--- src/rtl/uart_pkg.sv ---
// Shared types and sizing helpers for the UART transmit path.
package uart_pkg;

    typedef enum logic [2:0] {
        ST_IDLE,
        ST_START,
        ST_DATA,
        ST_PARITY,
        ST_STOP
    } tx_state_t;

    localparam logic LINE_IDLE = 1'b1;

    // Both helpers return at least 1 so a degenerate parameter never yields a zero-width vector.
    function automatic int cnt_width(input int clks_per_bit);
        return ($clog2(clks_per_bit) < 1) ? 1 : $clog2(clks_per_bit);
    endfunction

    function automatic int idx_width(input int data_bits);
        return ($clog2(data_bits) < 1) ? 1 : $clog2(data_bits);
    endfunction

endpackage

--- src/rtl/uart_xmit_controller_parity.sv ---
// Running parity accumulator; XORs Din in on each Enable, cleared by Reset.
module Xmit_ParityGenerator (
    input  logic Clock,
    input  logic Reset,
    input  logic Enable,
    input  logic Din,
    output logic Parity
);

    always_ff @(posedge Clock or posedge Reset) begin
        if (Reset) begin
            Parity <= 1'b0;
        end else if (Enable) begin
            Parity <= Parity ^ Din;
        end
    end

endmodule

--- src/rtl/uart_xmit_controller.sv ---
// UART transmit frame sequencer: start, LSB-first data, optional parity, stop bit(s).
// state  | meaning
// IDLE   | line high, ready for a byte
// START  | start bit (low)
// DATA   | shifting data bits out LSB-first
// PARITY | parity bit
// STOP   | stop bit(s) (high); last cycle may accept the next byte
module uart_xmit_controller
    import uart_pkg::*;
#(
    parameter int DATA_BITS    = 8,
    parameter int CLKS_PER_BIT = 16,
    parameter int PARITY_EN    = 1,
    parameter int PARITY_ODD   = 0,
    parameter int STOP_BITS    = 1
) (
    input  logic                 Clock,
    input  logic                 Reset,
    input  logic [DATA_BITS-1:0] TxData,
    input  logic                 TxValid,
    output logic                 TxReady,
    output logic                 TxOut,
    output logic                 TxBusy
);

    localparam int CW = cnt_width(CLKS_PER_BIT);
    localparam int BW = idx_width(DATA_BITS);
    localparam logic [CW-1:0] CNT_LOAD = CW'(CLKS_PER_BIT - 1);
    localparam logic [BW-1:0] IDX_LAST = BW'(DATA_BITS - 1);
    localparam logic          ODD_BIT  = 1'(PARITY_ODD);

    tx_state_t             state_q, state_d;
    logic [CW-1:0]         cnt_q, cnt_d;
    logic [BW-1:0]         idx_q, idx_d;
    logic                  stop_q, stop_d;
    logic [DATA_BITS-1:0]  shift_q, shift_d;
    logic                  tx_q, tx_d;
    logic                  par_clr_q;
    logic                  par_en;
    logic                  par;
    logic                  bit_end;
    logic                  stop_last;
    logic                  accept;

    assign bit_end   = (cnt_q == '0);
    assign stop_last = (STOP_BITS == 2) ? stop_q : 1'b1;
    assign TxReady   = (state_q == ST_IDLE) ||
                       ((state_q == ST_STOP) && bit_end && stop_last);
    assign accept    = TxValid && TxReady;
    assign TxOut     = tx_q;
    assign TxBusy    = (state_q != ST_IDLE);

    always_comb begin
        state_d = state_q;
        cnt_d   = cnt_q;
        idx_d   = idx_q;
        stop_d  = stop_q;
        shift_d = shift_q;
        par_en  = 1'b0;

        if (state_q != ST_IDLE) begin
            cnt_d = bit_end ? CNT_LOAD : cnt_q - 1'b1;
        end

        case (state_q)
            ST_IDLE: begin
                if (accept) begin
                    state_d = ST_START;
                    shift_d = TxData;
                    cnt_d   = CNT_LOAD;
                end
            end
            ST_START: begin
                if (bit_end) begin
                    state_d = ST_DATA;
                    idx_d   = '0;
                end
            end
            ST_DATA: begin
                par_en = (cnt_q == CNT_LOAD);
                if (bit_end) begin
                    shift_d = shift_q >> 1;
                    if (idx_q == IDX_LAST) begin
                        state_d = (PARITY_EN != 0) ? ST_PARITY : ST_STOP;
                        stop_d  = 1'b0;
                    end else begin
                        idx_d = idx_q + 1'b1;
                    end
                end
            end
            ST_PARITY: begin
                if (bit_end) begin
                    state_d = ST_STOP;
                    stop_d  = 1'b0;
                end
            end
            ST_STOP: begin
                if (bit_end) begin
                    if (stop_last) begin
                        if (accept) begin
                            state_d = ST_START;
                            shift_d = TxData;
                            cnt_d   = CNT_LOAD;
                        end else begin
                            state_d = ST_IDLE;
                        end
                    end else begin
                        stop_d = 1'b1;
                    end
                end
            end
            default: state_d = ST_IDLE;
        endcase
    end

    // Line level is computed from the next state so TxOut comes straight from a flop.
    always_comb begin
        tx_d = LINE_IDLE;
        case (state_d)
            ST_START:  tx_d = 1'b0;
            ST_DATA:   tx_d = shift_d[0];
            ST_PARITY: tx_d = par ^ ODD_BIT;
            default:   tx_d = LINE_IDLE;
        endcase
    end

    always_ff @(posedge Clock or posedge Reset) begin
        if (Reset) begin
            state_q   <= ST_IDLE;
            cnt_q     <= '0;
            idx_q     <= '0;
            stop_q    <= 1'b0;
            shift_q   <= '0;
            tx_q      <= LINE_IDLE;
            par_clr_q <= 1'b1;
        end else begin
            state_q   <= state_d;
            cnt_q     <= cnt_d;
            idx_q     <= idx_d;
            stop_q    <= stop_d;
            shift_q   <= shift_d;
            tx_q      <= tx_d;
            par_clr_q <= (state_d == ST_IDLE) || (state_d == ST_STOP);
        end
    end

    // par_clr_q mirrors "state is IDLE or STOP" from a flop, keeping the generator clear glitch-free.
    Xmit_ParityGenerator u_parity (
        .Clock  (Clock),
        .Reset  (Reset | par_clr_q),
        .Enable (par_en),
        .Din    (shift_q[0]),
        .Parity (par)
    );

endmodule

--- config.mk ---
export PLATFORM = sky130hd
export DESIGN_NAME = uart_xmit_controller
export DESIGN_NICKNAME = d
export VERILOG_FILES = /design/src/rtl/uart_pkg.sv /design/src/rtl/uart_xmit_controller_parity.sv /design/src/rtl/uart_xmit_controller.sv
export SDC_FILE = /design/constraint.sdc
export NUM_CORES = 1
export LEC_CHECK = 0
export CAP_MARGIN = 20
export CORE_ASPECT_RATIO = 1.25
export CORE_MARGIN = 1
export CORE_UTILIZATION = 30
export CTS_CLUSTER_DIAMETER = 50
export DETAILED_ROUTE_END_ITERATION = 10
export GPL_TIMING_DRIVEN = 1
export PLACE_DENSITY = 0.44
export SETUP_SLACK_MARGIN = 0.4
export SYNTH_ARGS = -nofsm -noshare
export SYNTH_HDL_FRONTEND = slang
export SYNTH_HIERARCHICAL = 1
export SYNTH_SLANG_ARGS = --single-unit
--- constraint.sdc ---
create_clock -name Clock -period 2.3 [get_ports Clock]
set_clock_uncertainty 0.05 [all_clocks]
set_input_delay 0.46 -clock Clock [delete_from_list [all_inputs] [get_ports Clock]]
set_output_delay 0.46 -clock Clock [all_outputs]
set_load 0.05 [all_outputs]
### After elaboration in Yosys (flattened, before gate mapping)

Index checks and enable logic that the tools add are counted.

| word-level totals | value |
|---|---|
| register bits | 21 |
| input bits | 11 |
| output and inout port bits | 3 |
| logic and storage cells | 61 |

| operators by class | value |
|---|---|
| add/subtract/negate cells | 2 |
| equality and inequality tests | 14 |
| multiplexer cells | 23 |
| bitwise gates (word level) | 2 |
| reduce and logical (&&, ||, !) cells | 12 |

Operators with widths:

| kind | count |
|---|---|
| 3-bit 2-to-1 mux | 9 |
| 8-bit 2-to-1 mux | 3 |
| 8-bit one-hot mux with 3 select lines | 1 |
| 4-bit 2-to-1 mux | 4 |
| 3-bit one-hot mux with 5 select lines | 1 |
| 3-bit by 2-bit equality test with 1-bit output (second input constant) | 4 |
| 3-bit equality test (second input constant) | 3 |
| 2-bit inequality test (second input constant) | 4 |
| 4-bit one-hot mux with 2 select lines | 1 |
| 3-bit by 1-bit equality test with 1-bit output (second input constant) | 2 |
| 3-bit zero test | 2 |
| 3-bit one-hot mux with 2 select lines | 1 |
| 3-bit nonzero test | 2 |
| 4-bit equality test (second input constant) | 1 |
| 4-bit zero test | 1 |
| 4-bit AND reduction | 1 |
| 4-bit by 1-bit subtractor with 4-bit output (second input constant) | 1 |
| 3-bit by 1-bit adder with 3-bit output (second input constant) | 1 |
| 1-bit one-hot mux with 3 select lines | 1 |
| 3-bit AND reduction | 1 |
| 1-bit logical AND | 2 |
| 1-bit logical OR | 2 |
| 1-bit 2-to-1 mux | 2 |
| 2-bit nonzero test | 1 |
| 2 further kinds | 2 |

### Depth between registers and ports, before layout

| logic depth | value |
|---|---|
| depth in word-level cells | 9 |
| gate-level depth with buffers | 7 |
| depth with buffers taken out | 6 |

### Modules after synthesis

Netlist, hierarchy kept.

Modules (own cells, without submodules):

| module | times used | cells each | area an instance (µm²) | seq. area each (µm²) |
|---|---|---|---|---|
| uart_xmit_controller | 1 | 126 | 1227.4 | 503.0 |
| Xmit_ParityGenerator | 1 | 4 | 41.3 | 25.0 |

### Worst setup path after synthesis

No wires, ideal clock.

| path | value |
|---|---|
| kind | register -> register |
| from | register cnt_q[0] |
| to | register cnt_q[3] |
| library setup time | 0.083 ns |
| arrival | 2.746 ns |
| data required time | 2.167 ns |
| slack | -0.579 ns |
| stages on the path, launching flop included | 8 |
| buffers on the path | 1 |
| period minus slack after synthesis | 2.879 ns |
| path through | dfrtp_1 inv_1 ha_1 or3b_1 buf_6 a21boi_0 nand2_1 o21ai_0 |

| on the way | value |
|---|---|
| longest elaborated chain between the ends | 7 |
| elaborated cells between the ends (all ways) | 10 |
| those cells by class | add/sub: 1; mux: 5; reduce/logical: 4 |

RTL lines:

| element | RTL line | source |
|---|---|---|
| start, declared | uart_xmit_controller.sv:33 | `logic [CW-1:0] cnt_q, cnt_d;` |
| start signal, assigned | uart_xmit_controller.sv:138 | `cnt_q <= cnt_d;` |
| 4-bit zero test * | uart_xmit_controller.sv:45 | `assign bit_end = (cnt_q == '0);` |
| 1-bit logical AND * | uart_xmit_controller.sv:48 | `((state_q == ST_STOP) && bit_end && stop_last);` |
| 1-bit logical OR * | uart_xmit_controller.sv:47 | `assign TxReady = (state_q == ST_IDLE) \|\|` |
| named net TxReady | uart_xmit_controller.sv:21 | `output logic TxReady,` |
| 1-bit logical AND * | uart_xmit_controller.sv:49 | `assign accept = TxValid && TxReady;` |
| 4-bit 2-to-1 mux * | uart_xmit_controller.sv:67, uart_xmit_controller.sv:100 |  |
| 4-bit 2-to-1 mux | uart_xmit_controller.sv:98 | `if (bit_end) begin` |
| 4-bit one-hot mux with 2 select lines * | uart_xmit_controller.sv:65 | `case (state_q)` |
| named net cnt_d[3] | uart_xmit_controller.sv:33 |  |

Mark *: on every way through the listed nets, which the timed path passes. The rest lies on a longest branch.
A chain may end at the register's enable or synchronous reset.

### Final worst setup path

| path | value |
|---|---|
| from | register cnt_q[0] |
| to | output port TxReady |

| on the way | value |
|---|---|
| longest elaborated chain between the ends | 3 |

RTL lines:

| element | RTL line |
|---|---|
| 4-bit zero test | uart_xmit_controller.sv:45 |
| 1-bit logical AND | uart_xmit_controller.sv:48 |
| 1-bit logical OR | uart_xmit_controller.sv:47 |
| end, declared | uart_xmit_controller.sv:21 |

Every way passes these cells.

==> summary.md <==
| Metric | Value |
|---|---|
| Reg area | `530.5 um2` |
| Initial antenna violation count | `0` |
| Power Density | `1074 nW/um2` |
| Clock root buffer | `clkbuf_8` |
| Psw | `roughly 700 uW` |
| Pin slew with the least headroom to its limit | `484.7 ps` |
| Largest net degree at the start of global routing | `21` |
| Switching fraction of total power | `0.3986` |
| Max-cap viol count | `0` |
| LEAKAGE | `0.6977 nW` |
| Post-CTS Hold Buffers | `0` |
| HP Class | `reg2async` |
| Max VDD drop | `roughly 0.00037 V` |
| Post-synthesis sequential area ratio | `0.4162` |
| Yosys cell types | `42` |
| Synth Register Bits | `21` |
| Final hold violations | `0` |
| Num CTS Buffers | `3` |
| Port Buffers | `13` |
| WP data required | `1790 ps` |
| Fill count | `approximately 420` |
| Clk network pwr share | `0.139` |
| All-Layer GR Usage | `0.1488` |
| Die area | `4495 um2` |
| Die width | `60.17 um` |
| CP max stage delay | `400 ps` |
| F_max | `0.4726 GHz` |
| Number of nets in the layout | `171` |
| DR pass1 iterations | `3` |
| Int Pwr | `1.073 mW` |
| Synth top area cells | `dfrtp_1, o21ai_0, dfstp_2, ha_1, a22oi_1` |
| Antenna-violating nets left | `0` |
| Setup crit end kind | `output port` |
| Fin crit period | `around 2100 ps` |
| Area of the mapped netlist | `1269 um2` |
| Multi-input logic area | `728.2 um2` |
| Final WL | `2952 um` |
| Vias | `1039` |
| Setup crit start kind | `flip-flop` |
| Setup repair after global routing missed its margin | `yes` |
| Final Cycle Share | `0.9200` |
| CTS tree | `built` |
| Synth top area share | `0.3748` |
| Met1 GRT Util | `0.1770` |
| Post-synth ARST share | `1.000` |
| DRC | `0` |
| Crit path DAT | `1610 ps` |
| Critical path, cell by cell | `inv_2 -> ha_4 -> or3b_4 -> a21boi_4 -> buf_12` |
| Worst Setup Path Type | `reg2out` |
| Initial DRC count | `46` |
| Clock Sinks | `21` |
| Via-per-instance ratio | `between 4 and 5` |
| Ratio of cells with drive above 1 in the final layout | `0.2710` |
| Seq pwr share | `0.359` |
| Leading area contributor after synthesis | `dfrtp_1` |
| Clock Tree Buf Depth | `2` |
| Number of diodes | `0` |
| Final GP Congestion | `0.7438` |
| Core area | `4066 um2` |
| Ys flop type | `dfrtp_1` |
| Syn Nets | `145` |
| Max-slew violations | `0` |
| Setup TNS Final | `0 ps` |
| Grt peak-use layer | `met2` |
| Tot Pwr | `roughly 1.8 mW` |
| Die Height | `74.71 um` |
| Dpl hpwl | `2098 um` |
| Worst Path Max Fanout | `2` |
| Num rows | `26` |
| Synthesized netlist cell count | `130` |
| Slew headroom | `0.6782` |
| Clock Latency Late Sink | `between 200 and 300 ps` |
| Met3 layer usage reported by global route | `0.02577` |
| Grt met2 use | `0.2540` |
| Syn. warnings | `6` |
| Status | `complete, no violations` |
| Area growth, synth to finish | `30.87%` |
| Post-synth EDFFs | `0` |
| Logic gate share of total power | `0.502` |
| Final setup viols | `0` |
| Syn Area/Cell | `a little under 10 um2` |
| Grt ovf | `0` |
| Initial Util | `0.3120` |
| First-pass GRT wire length | `4940 um` |
| Ports | `14` |
| Routed length per instance | `roughly 14 um` |
| Clock H-tree levels | `1` |
| Crit path max-delay cell type | `dfrtp_1` |
| CTS clk-pin slew, worst paths | `80 ps` |
| Number of global-route vias before repair | `between 1k and 1.5k` |
==> synth_stat cells (all sizes together) (3+ instances only) <==
master  count
clkbuf      3
nand2b      4
a21oi       7
buf         3
o21ai      13
nand2      10
nor4b       4
nand3       4
dfrtp      19
ha          4
inv        12
a22oi       6
nor2        4
==> sequential cells by signal, summed over array words and instances (netlist names) <==
signal,count
u_parity/Parity,1
par_clr_q,1
cnt_q,4
shift_q,8
idx_q,3
state_q,3
TxOut,1
==> layout by cell type, fill, tap and decap left out, drive strengths merged, types with 2 or more instances in the layout <==
cell type	Yosys	routed
a21boi	2	2
dfstp	2	2
nor3b	2	2
nor4b	4	4
a22oi	6	6
nor4bb	2	2
buf	3	16
nand3	4	4
nand2b	4	4
dfrtp	19	19
clkbuf	3	4
a21oi	7	7
mux2i	2	2
inv	12	12
clkdlybuf4s50	0	10
nand2	10	10
nor3	2	2
a22o	2	2
and2b	2	2
ha	4	4
or2	2	2
o21ai	13	13
mux2	2	2
nor2	4	4
nor2b	2	2
==> path summary, 6_finish.rpt <==
kind,depth (start not counted),start,to,slack [ps]
max reg2reg,8,cnt_q[0]$_DFF_PP0_,shift_q[4]$_DFFE_PP0P_,350
min,2,par_clr_q$_DFF_PP1_,u_parity/Parity$_DFFE_PP0P_,320
max,5,cnt_q[0]$_DFF_PP0_,TxReady,180
min reg2reg,2,par_clr_q$_DFF_PP1_,u_parity/Parity$_DFFE_PP0P_,320
min in group Clock,1,u_parity/Parity$_DFFE_PP0P_,u_parity/Parity$_DFFE_PP0P_,430
max in group asynchronous,3,Reset,TxOut$_DFF_PP1_,1440
==> worst max-delay path: cells and delay by family, from the launching register on <==
kind            cells  cell delay [ps]
flops               1              400
compound gates      1              180
buf+inv             2              230
simple gates        1              390
fa+ha+maj           1              130
==> cell families (layout without fill, tap and decap cells) <==
family / count (synthesis) / count (layout) / synth area share
buffers and inverters: 18 / 43 / 0.06607
AOI/OAI and AO/OA: 37 / 37 / 0.2041
DFF: 21 / 21 / 0.4162
xor gates and xnor gates: 2 / 2 / 0.01381
and+or+nand+nor: 44 / 44 / 0.2268
adders and majority gates: 4 / 4 / 0.03945
muxes: 4 / 4 / 0.03353
==> layout make-up <==
type | count | share of cell area
multi-input combinational | 91 | 0.4386
clock buffer | 4 | 0.02713
inverter | 12 | 0.02713
sequential | 21 | 0.3195
timing repair buffer | 27 | 0.1454
tap | 56 | 0.04220
==> routing by layer <==
| layer | wire length, um | part of all wire |
|---|---|---|
| met3 | 64 | 0.022 |
| met4 | 57 | 0.019 |
| met5 | 0 | 0 |
| met2 | 1487 | 0.50 |
| met1 | 1343 | 0.45 |
==> per-stage QoR <==
| stage | util | setup slack (ps) | hold WS, ps | cell area (um2) | std cells |
|---|---|---|---|---|---|
| 2_1_floorplan | - | 284.6 | 305.0 | 1287 | 130 |
| 5_1_grt | 0.4083 | 138.7 | 337.6 | 1660 | 211 |
| 4_1_cts | 0.4018 | 164.9 | 322.6 | 1634 | 210 |
| 3_3_place_gp | 0.3674 | 160.9 | 312.4 | 1494 | 198 |
| 6_report | 0.4083 | 183.9 | 318.2 | 1660 | 211 |
| 3_5_place_dp | 0.3674 | 110.1 | 314.8 | 1494 | 198 |
==> repair_timing <==
| action | CTS | global route |
|---|---|---|
| pin swaps | 4 | 4 |
| gates cloned | 0 | 0 |
| resized for setup | 12 | 4 |
| setup buffers | 8 | 1 |
| endpoints found under the setup margin | 17 | 14 |
==> power by group through the flow <==
stage / Combinational [mW] / Sequential, mW / Clock, mW
2_1_floorplan: 0.565 / 0.631 / 0
3_3_place_gp: 0.712 / 0.671 / 0
3_5_place_dp: 0.723 / 0.673 / 0
4_1_cts: 0.874 / 0.641 / 0.261
5_1_grt: 0.994 / 0.659 / 0.274
6_report: 0.896 / 0.640 / 0.248
Power figures use the tool's default switching activity.
